<file path="src/rtl/router_pkg.sv">
// Shared constants and types for the router packet FIFO and its packet counter.
package router_pkg;

  // Default byte width on the router data path.
  localparam int DATA_W_DEF = 8;

  // Header byte layout: length field occupies d[DATA_W-1:HDR_LEN_LSB].
  localparam int HDR_LEN_LSB = 2;

  // One stored FIFO entry at the default width: header flag above the data byte.
  typedef struct packed {
    logic       hdr;
    logic [7:0] data;
  } fifo_entry_t;

endpackage

</file>
<file path="src/rtl/router_pkt_counter.sv">
// Tracks bytes remaining in the packet being read out and flags the final (parity) byte.
module router_pkt_counter
  import router_pkg::*;
#(
  parameter  int DATA_W = DATA_W_DEF,
  localparam int LW     = DATA_W - HDR_LEN_LSB,
  // One bit wider than the length field so that a maximum-length header's
  // length + 1 (payload plus parity) is held without wrapping to zero.
  localparam int RW     = LW + 1
) (
  input  logic          clk,
  input  logic          resetn,
  input  logic          clear,
  input  logic          pop,
  input  logic          hdr,
  input  logic [LW-1:0] len,
  output logic          pkt_last
);

  logic [RW-1:0] rem_reg;
  logic [RW-1:0] rem_next;
  logic          last_reg;
  logic          last_next;

  // Next remaining count and last-byte flag for the byte being popped this cycle.
  always_comb begin
    rem_next  = rem_reg;
    last_next = 1'b0;
    if (pop) begin
      if (hdr) begin
        rem_next = RW'(len) + RW'(1);
      end else if (rem_reg != '0) begin
        rem_next  = rem_reg - RW'(1);
        last_next = (rem_reg == RW'(1));
      end
    end
  end

  // Register the count; reset or flush discards any partial packet.
  always_ff @(posedge clk) begin
    if (!resetn || clear) begin
      rem_reg  <= '0;
      last_reg <= 1'b0;
    end else begin
      rem_reg  <= rem_next;
      last_reg <= last_next;
    end
  end

  assign pkt_last = last_reg;

endmodule

</file>
<file path="src/rtl/router_pkt_fifo.sv">
// Packet-aware FIFO for one router output port: header-tagged storage,
// registered read data with valid/last qualifiers, fill status and error pulses.
module router_pkt_fifo
  import router_pkg::*;
#(
  parameter  int DATA_W = DATA_W_DEF,
  parameter  int DEPTH  = 16,
  parameter  int AF_LVL = 14,
  localparam int AW     = $clog2(DEPTH)
) (
  input  logic              clk,
  input  logic              resetn,
  input  logic              soft_reset,
  input  logic              write_enb,
  input  logic              lfd_state,
  input  logic [DATA_W-1:0] d_in,
  input  logic              read_enb,
  output logic [DATA_W-1:0] d_out,
  output logic              d_valid,
  output logic              pkt_last,
  output logic              empty,
  output logic              full,
  output logic              almost_full,
  output logic [AW:0]       level,
  output logic              wr_overflow,
  output logic              rd_underflow
);

  localparam logic [AW:0] AF_THR = (AW+1)'(AF_LVL);

  logic [DATA_W:0]   mem [DEPTH];
  logic [AW:0]       wr_ptr_reg;
  logic [AW:0]       rd_ptr_reg;
  logic              hdr_reg;
  logic [DATA_W-1:0] d_out_reg;
  logic              d_valid_reg;
  logic              wr_overflow_reg;
  logic              rd_underflow_reg;
  logic              wr_acc;
  logic              rd_acc;
  logic [DATA_W:0]   rd_entry;

  // Status is derived purely from the pointers; flush cycles accept nothing.
  always_comb begin
    empty       = (wr_ptr_reg == rd_ptr_reg);
    full        = (wr_ptr_reg[AW] != rd_ptr_reg[AW]) &&
                  (wr_ptr_reg[AW-1:0] == rd_ptr_reg[AW-1:0]);
    level       = wr_ptr_reg - rd_ptr_reg;
    almost_full = (level >= AF_THR);
    wr_acc      = write_enb && !full && !soft_reset;
    rd_acc      = read_enb && !empty && !soft_reset;
    rd_entry    = mem[rd_ptr_reg[AW-1:0]];
  end

  // Storage array: single write port, contents survive reset.
  always_ff @(posedge clk) begin
    if (resetn && wr_acc) begin
      mem[wr_ptr_reg[AW-1:0]] <= {hdr_reg, d_in};
    end
  end

  // Header tag is the FSM load-first-data state delayed by one cycle.
  always_ff @(posedge clk) begin
    if (!resetn) begin
      hdr_reg <= 1'b0;
    end else begin
      hdr_reg <= lfd_state;
    end
  end

  // Pointer advance; both reset kinds return the FIFO to empty.
  always_ff @(posedge clk) begin
    if (!resetn || soft_reset) begin
      wr_ptr_reg <= '0;
      rd_ptr_reg <= '0;
    end else begin
      if (wr_acc) wr_ptr_reg <= wr_ptr_reg + 1'b1;
      if (rd_acc) rd_ptr_reg <= rd_ptr_reg + 1'b1;
    end
  end

  // Registered read data and valid; d_out holds across idle and flush cycles.
  always_ff @(posedge clk) begin
    if (!resetn) begin
      d_out_reg   <= '0;
      d_valid_reg <= 1'b0;
    end else if (soft_reset) begin
      d_valid_reg <= 1'b0;
    end else begin
      d_valid_reg <= rd_acc;
      if (rd_acc) d_out_reg <= rd_entry[DATA_W-1:0];
    end
  end

  // Single-cycle error pulses for blocked requests, muted during a flush.
  always_ff @(posedge clk) begin
    if (!resetn) begin
      wr_overflow_reg  <= 1'b0;
      rd_underflow_reg <= 1'b0;
    end else begin
      wr_overflow_reg  <= write_enb && full && !soft_reset;
      rd_underflow_reg <= read_enb && empty && !soft_reset;
    end
  end

  router_pkt_counter #(
    .DATA_W (DATA_W)
  ) u_counter (
    .clk      (clk),
    .resetn   (resetn),
    .clear    (soft_reset),
    .pop      (rd_acc),
    .hdr      (rd_entry[DATA_W]),
    .len      (rd_entry[DATA_W-1:HDR_LEN_LSB]),
    .pkt_last (pkt_last)
  );

  assign d_out        = d_out_reg;
  assign d_valid      = d_valid_reg;
  assign wr_overflow  = wr_overflow_reg;
  assign rd_underflow = rd_underflow_reg;

endmodule

</file>
<file path="config.mk">
export PLATFORM = sky130hd
export DESIGN_NAME = router_pkt_fifo
export DESIGN_NICKNAME = d
export VERILOG_FILES = /design/src/rtl/router_pkg.sv /design/src/rtl/router_pkt_counter.sv /design/src/rtl/router_pkt_fifo.sv
export SDC_FILE = /design/constraint.sdc
export NUM_CORES = 1
export LEC_CHECK = 0
export ABC_AREA = 1
export CELL_PAD_IN_SITES_DETAIL_PLACEMENT = 1
export CELL_PAD_IN_SITES_GLOBAL_PLACEMENT = 1
export CORE_MARGIN = 2
export CORE_UTILIZATION = 52
export CTS_BUF_LIST = sky130_fd_sc_hd__clkbuf_4 sky130_fd_sc_hd__clkbuf_8 sky130_fd_sc_hd__clkbuf_16
export CTS_CLUSTER_DIAMETER = 120
export DETAILED_ROUTE_END_ITERATION = 16
export PLACE_DENSITY_LB_ADDON = 0.05
export SYNTH_ARGS = -nofsm -noshare
export SYNTH_HDL_FRONTEND = slang
export SYNTH_SLANG_ARGS = --single-unit
</file>
<file path="constraint.sdc">
create_clock -name clk -period 6.2 [get_ports clk]
set_input_delay 1.24 -clock clk [delete_from_list [all_inputs] [get_ports clk]]
set_output_delay 1.24 -clock clk [all_outputs]
set_load 0.05 [all_outputs]
</file>
==> impl_metrics.sql <==
INSERT INTO impl_metrics (metric_group, metric, value, unit) VALUES
('clock_network', 'post_cts.resized_instances', '0', ''),
('floorplanning', 'design.die.area', '0.0159', 'mm2'),
('setup_path', 'highest_net_fanout_along_the_worst_path', '5', ''),
('setup_path', 'worst_r2r_setup_slack', '2790', 'ps'),
('hold_path', 'hold_path_class', 'reg2reg', ''),
('global_route', 'grt_use_total', '0.286', ''),
('placement', 'placed_cells_incl_taps', '948', ''),
('synth', 'syn_area', '0.00777', 'mm2'),
('clock_network', 'root_buffer', 'sky130_fd_sc_hd__clkbuf_16', ''),
('timing', 'slew_viol_final', '0', ''),
('power_and_ir_drop', 'vdd.ir_drop.worst', '200', 'uV'),
('clock_network', 'tritoncts', 'yes', ''),
('timing', 'slew_headroom', '0.313', ''),
('final_layout', 'final_cell_area', '0.00874', 'mm2'),
('placement', 'number_of_buffers_added_on_ports', '33', ''),
('floorplanning', 'core-area', '0.0146', 'mm2'),
('power_and_ir_drop', 'p_leak', '3.40', 'nW'),
('clock_network', 'clk_pin_slew_worst_paths', '60', 'ps'),
('global_route', 'grt_antenna_before_repair', '0', ''),
('floorplanning', 'die_x', '126', 'um'),
('drt', 'route.detailed.drc', '0', ''),
('timing', 'final_period_minus_worst_setup_slack', '4060', 'ps'),
('clock_network', 'cts_buffers', '17', ''),
('timing', 'worst_pin_slew', '1030', 'ps'),
('clock_network', 'htree_levels', '4', ''),
('timing', 'rsz0062_at_grt', 'false', ''),
('synth', 'synth.avg_cell_area', '10.3', 'um2'),
('floorplanning', 'placement_rows', '44', ''),
('drt', 'route.detailed.vias_per_inst', '5.72', ''),
('final_layout', 'largest_register_ff_count', '144', ''),
('final_layout', 'layoutNonFillerInstCount', '980', ''),
('drt', 'routed-via-count', '5604', ''),
('global_route', 'first_pass_grt_wire_length', '34000', 'um'),
('final_layout', 'layout.cells.most_common', 'sky130_fd_sc_hd__nand2_1', ''),
('floorplanning', 'die_height', '126', 'um'),
('floorplanning', 'num_io_pins', '34', ''),
('drt', 'wl_per_cell', '22.2', 'um'),
('synth', 'synth_seq_cells', '178', ''),
('clock_network', 'cts_hold_repair.buffers', '0', ''),
('timing', 'finalSetupTns', '0', 'ps'),
('floorplanning', 'floorplan.initialDensity', '0.533', ''),
('job', 'max_cap_viols', '0', ''),
('clock_network', 'clkLatencyLatePin', '430', 'ps'),
('placement', 'preCtsSetupSlack', '2500', 'ps'),
('synth', 'ys.flop_type', 'sky130_fd_sc_hd__edfxtp_1', ''),
('final_layout', 'layout.nets', '811', ''),
('timing', 'final_min_period_over_clock_period', '0.655', ''),
('global_route', 'grt.overflow.total', '0', ''),
('synth', 'yosysSeqAreaShare', '0.644', ''),
('outcome', 'run_status', 'complete, no violations', ''),
('setup_path', 'crit_path_start_kind', 'flip-flop', ''),
('drt', 'detail_route.wirelength', '21800', 'um'),
('global_route', 'grt_max_degree', '50', ''),
('clock_network', 'clk_path_buf_depth', '2', ''),
('synth', 'synth_warnings', '0', ''),
('timing', 'setup_viol', '0', ''),
('drt', 'drt-initial-drc-count', '512', ''),
('setup_path', 'critPathArrivalTime', '2820', 'ps'),
('clock_network', 'clock_sink_count', '178', ''),
('drt', 'route.antenna.remaining_nets', '0', ''),
('synth', 'ys_async_sr_fraction', '0', ''),
('placement', 'routabilityCongestion', '0.940', ''),
('drt', 'number_of_optimization_iterations_in_the_first_detailed_route_pass', '5', ''),
('final_layout', 'final_design_utilization', '0.599', ''),
('final_layout', 'most_frequent_cells_in_the_layout', 'sky130_fd_sc_hd__nand2_1, sky130_fd_sc_hd__edfxtp_1, sky130_fd_sc_hd__inv_1, sky130_fd_sc_hd__nand3_1, sky130_fd_sc_hd__nor2_1', ''),
('final_layout', 'antenna_diode_count', '0', ''),
('setup_path', 'critPathRequiredTime', '4960', 'ps'),
('placement', 'place_area', '0.00817', 'mm2'),
('clock_network', 'cts_post_setup_buffers_inserted', '0', ''),
('global_route', 'grt_pass1_vias', '5884', ''),
('timing', 'final_critical_path_setup_slack', '2140', 'ps');
==> kinds of logic after synthesis <==
family / share of synthesized area
fa+ha+maj: 0.0235
buf+inv: 0.0699
flops: 0.644
simple gates: 0.189
xor+xnor: 0.00902
compound gates: 0.0647
==> cell usage after synthesis (2+ instances only) <==
cell / instances / area, um2
sky130_fd_sc_hd__nand2_1: 183 / 687
sky130_fd_sc_hd__edfxtp_1: 144 / 4320
sky130_fd_sc_hd__inv_1: 82 / 308
sky130_fd_sc_hd__nand3_1: 75 / 375
sky130_fd_sc_hd__nor2_1: 68 / 255
sky130_fd_sc_hd__o21ai_0: 37 / 185
sky130_fd_sc_hd__dfxtp_1: 34 / 681
sky130_fd_sc_hd__a21oi_1: 18 / 90.1
sky130_fd_sc_hd__buf_2: 16 / 80.1
sky130_fd_sc_hd__o211ai_1: 15 / 113
sky130_fd_sc_hd__ha_1: 13 / 163
sky130_fd_sc_hd__nor3_1: 9 / 45.0
sky130_fd_sc_hd__buf_6: 8 / 90.1
sky130_fd_sc_hd__clkbuf_1: 5 / 18.8
sky130_fd_sc_hd__o221ai_1: 5 / 43.8
sky130_fd_sc_hd__xor2_1: 5 / 43.8
sky130_fd_sc_hd__nand2_2: 4 / 25.0
sky130_fd_sc_hd__o21ai_1: 4 / 20.0
sky130_fd_sc_hd__buf_4: 3 / 22.5
sky130_fd_sc_hd__inv_2: 3 / 11.3
sky130_fd_sc_hd__o22ai_1: 3 / 18.8
sky130_fd_sc_hd__xnor2_1: 3 / 26.3
sky130_fd_sc_hd__clkinv_1: 2 / 7.51
sky130_fd_sc_hd__nand4_1: 2 / 12.5
sky130_fd_sc_hd__nor3b_1: 2 / 15.0
sky130_fd_sc_hd__nor4_1: 2 / 12.5
==> routing by layer <==
metal | part of all wire | wire, um | GRT usage
met1 | 0.42 | 9240 | 0.397
met2 | 0.49 | 10600 | 0.451
met3 | 0.062 | 1350 | 0.0582
met4 | 0.024 | 528 | 0.101
met5 | 0 | 0 | 0
==> final cells by class <==
cell class	instances	area, um2	share of cell area
clock inverter	15	141	0.0162
sequential	178	5010	0.573
multi-input combinational	458	2220	0.254
tap	184	230	0.0263
clock buffer	17	425	0.0487
timing repair buffer	41	390	0.0447
inverter	87	327	0.0374
==> worst paths after layout <==
path,from,to,cells after the start
setup / recovery,wr_ptr_reg[0],almost_full,9
hold / removal,wr_ptr_reg[4],wr_ptr_reg[4],2
setup reg to reg,flip-flop,u_counter.rem_reg[5],12
hold reg to reg,wr_ptr_reg[4],wr_ptr_reg[4],2
==> worst max-delay path: stages, from the launching register on <==
cell	delay (ps)
sky130_fd_sc_hd__dfxtp_1	350
sky130_fd_sc_hd__inv_1	150
sky130_fd_sc_hd__ha_1	180
sky130_fd_sc_hd__inv_1	60
sky130_fd_sc_hd__fa_1	400
sky130_fd_sc_hd__nand3_1	90
sky130_fd_sc_hd__nand2_1	70
sky130_fd_sc_hd__xnor2_1	180
sky130_fd_sc_hd__a31o_2	130
sky130_fd_sc_hd__clkdlybuf4s50_1	790
==> power breakdown <==
group	internal, mW	switching (mW)
Combinational	0.0339	0.0894
Clock	0.588	0.453
Sequential	1.30	0.00620
Total	1.92	0.549
Note: power is estimated with default switching activity, not from simulation.
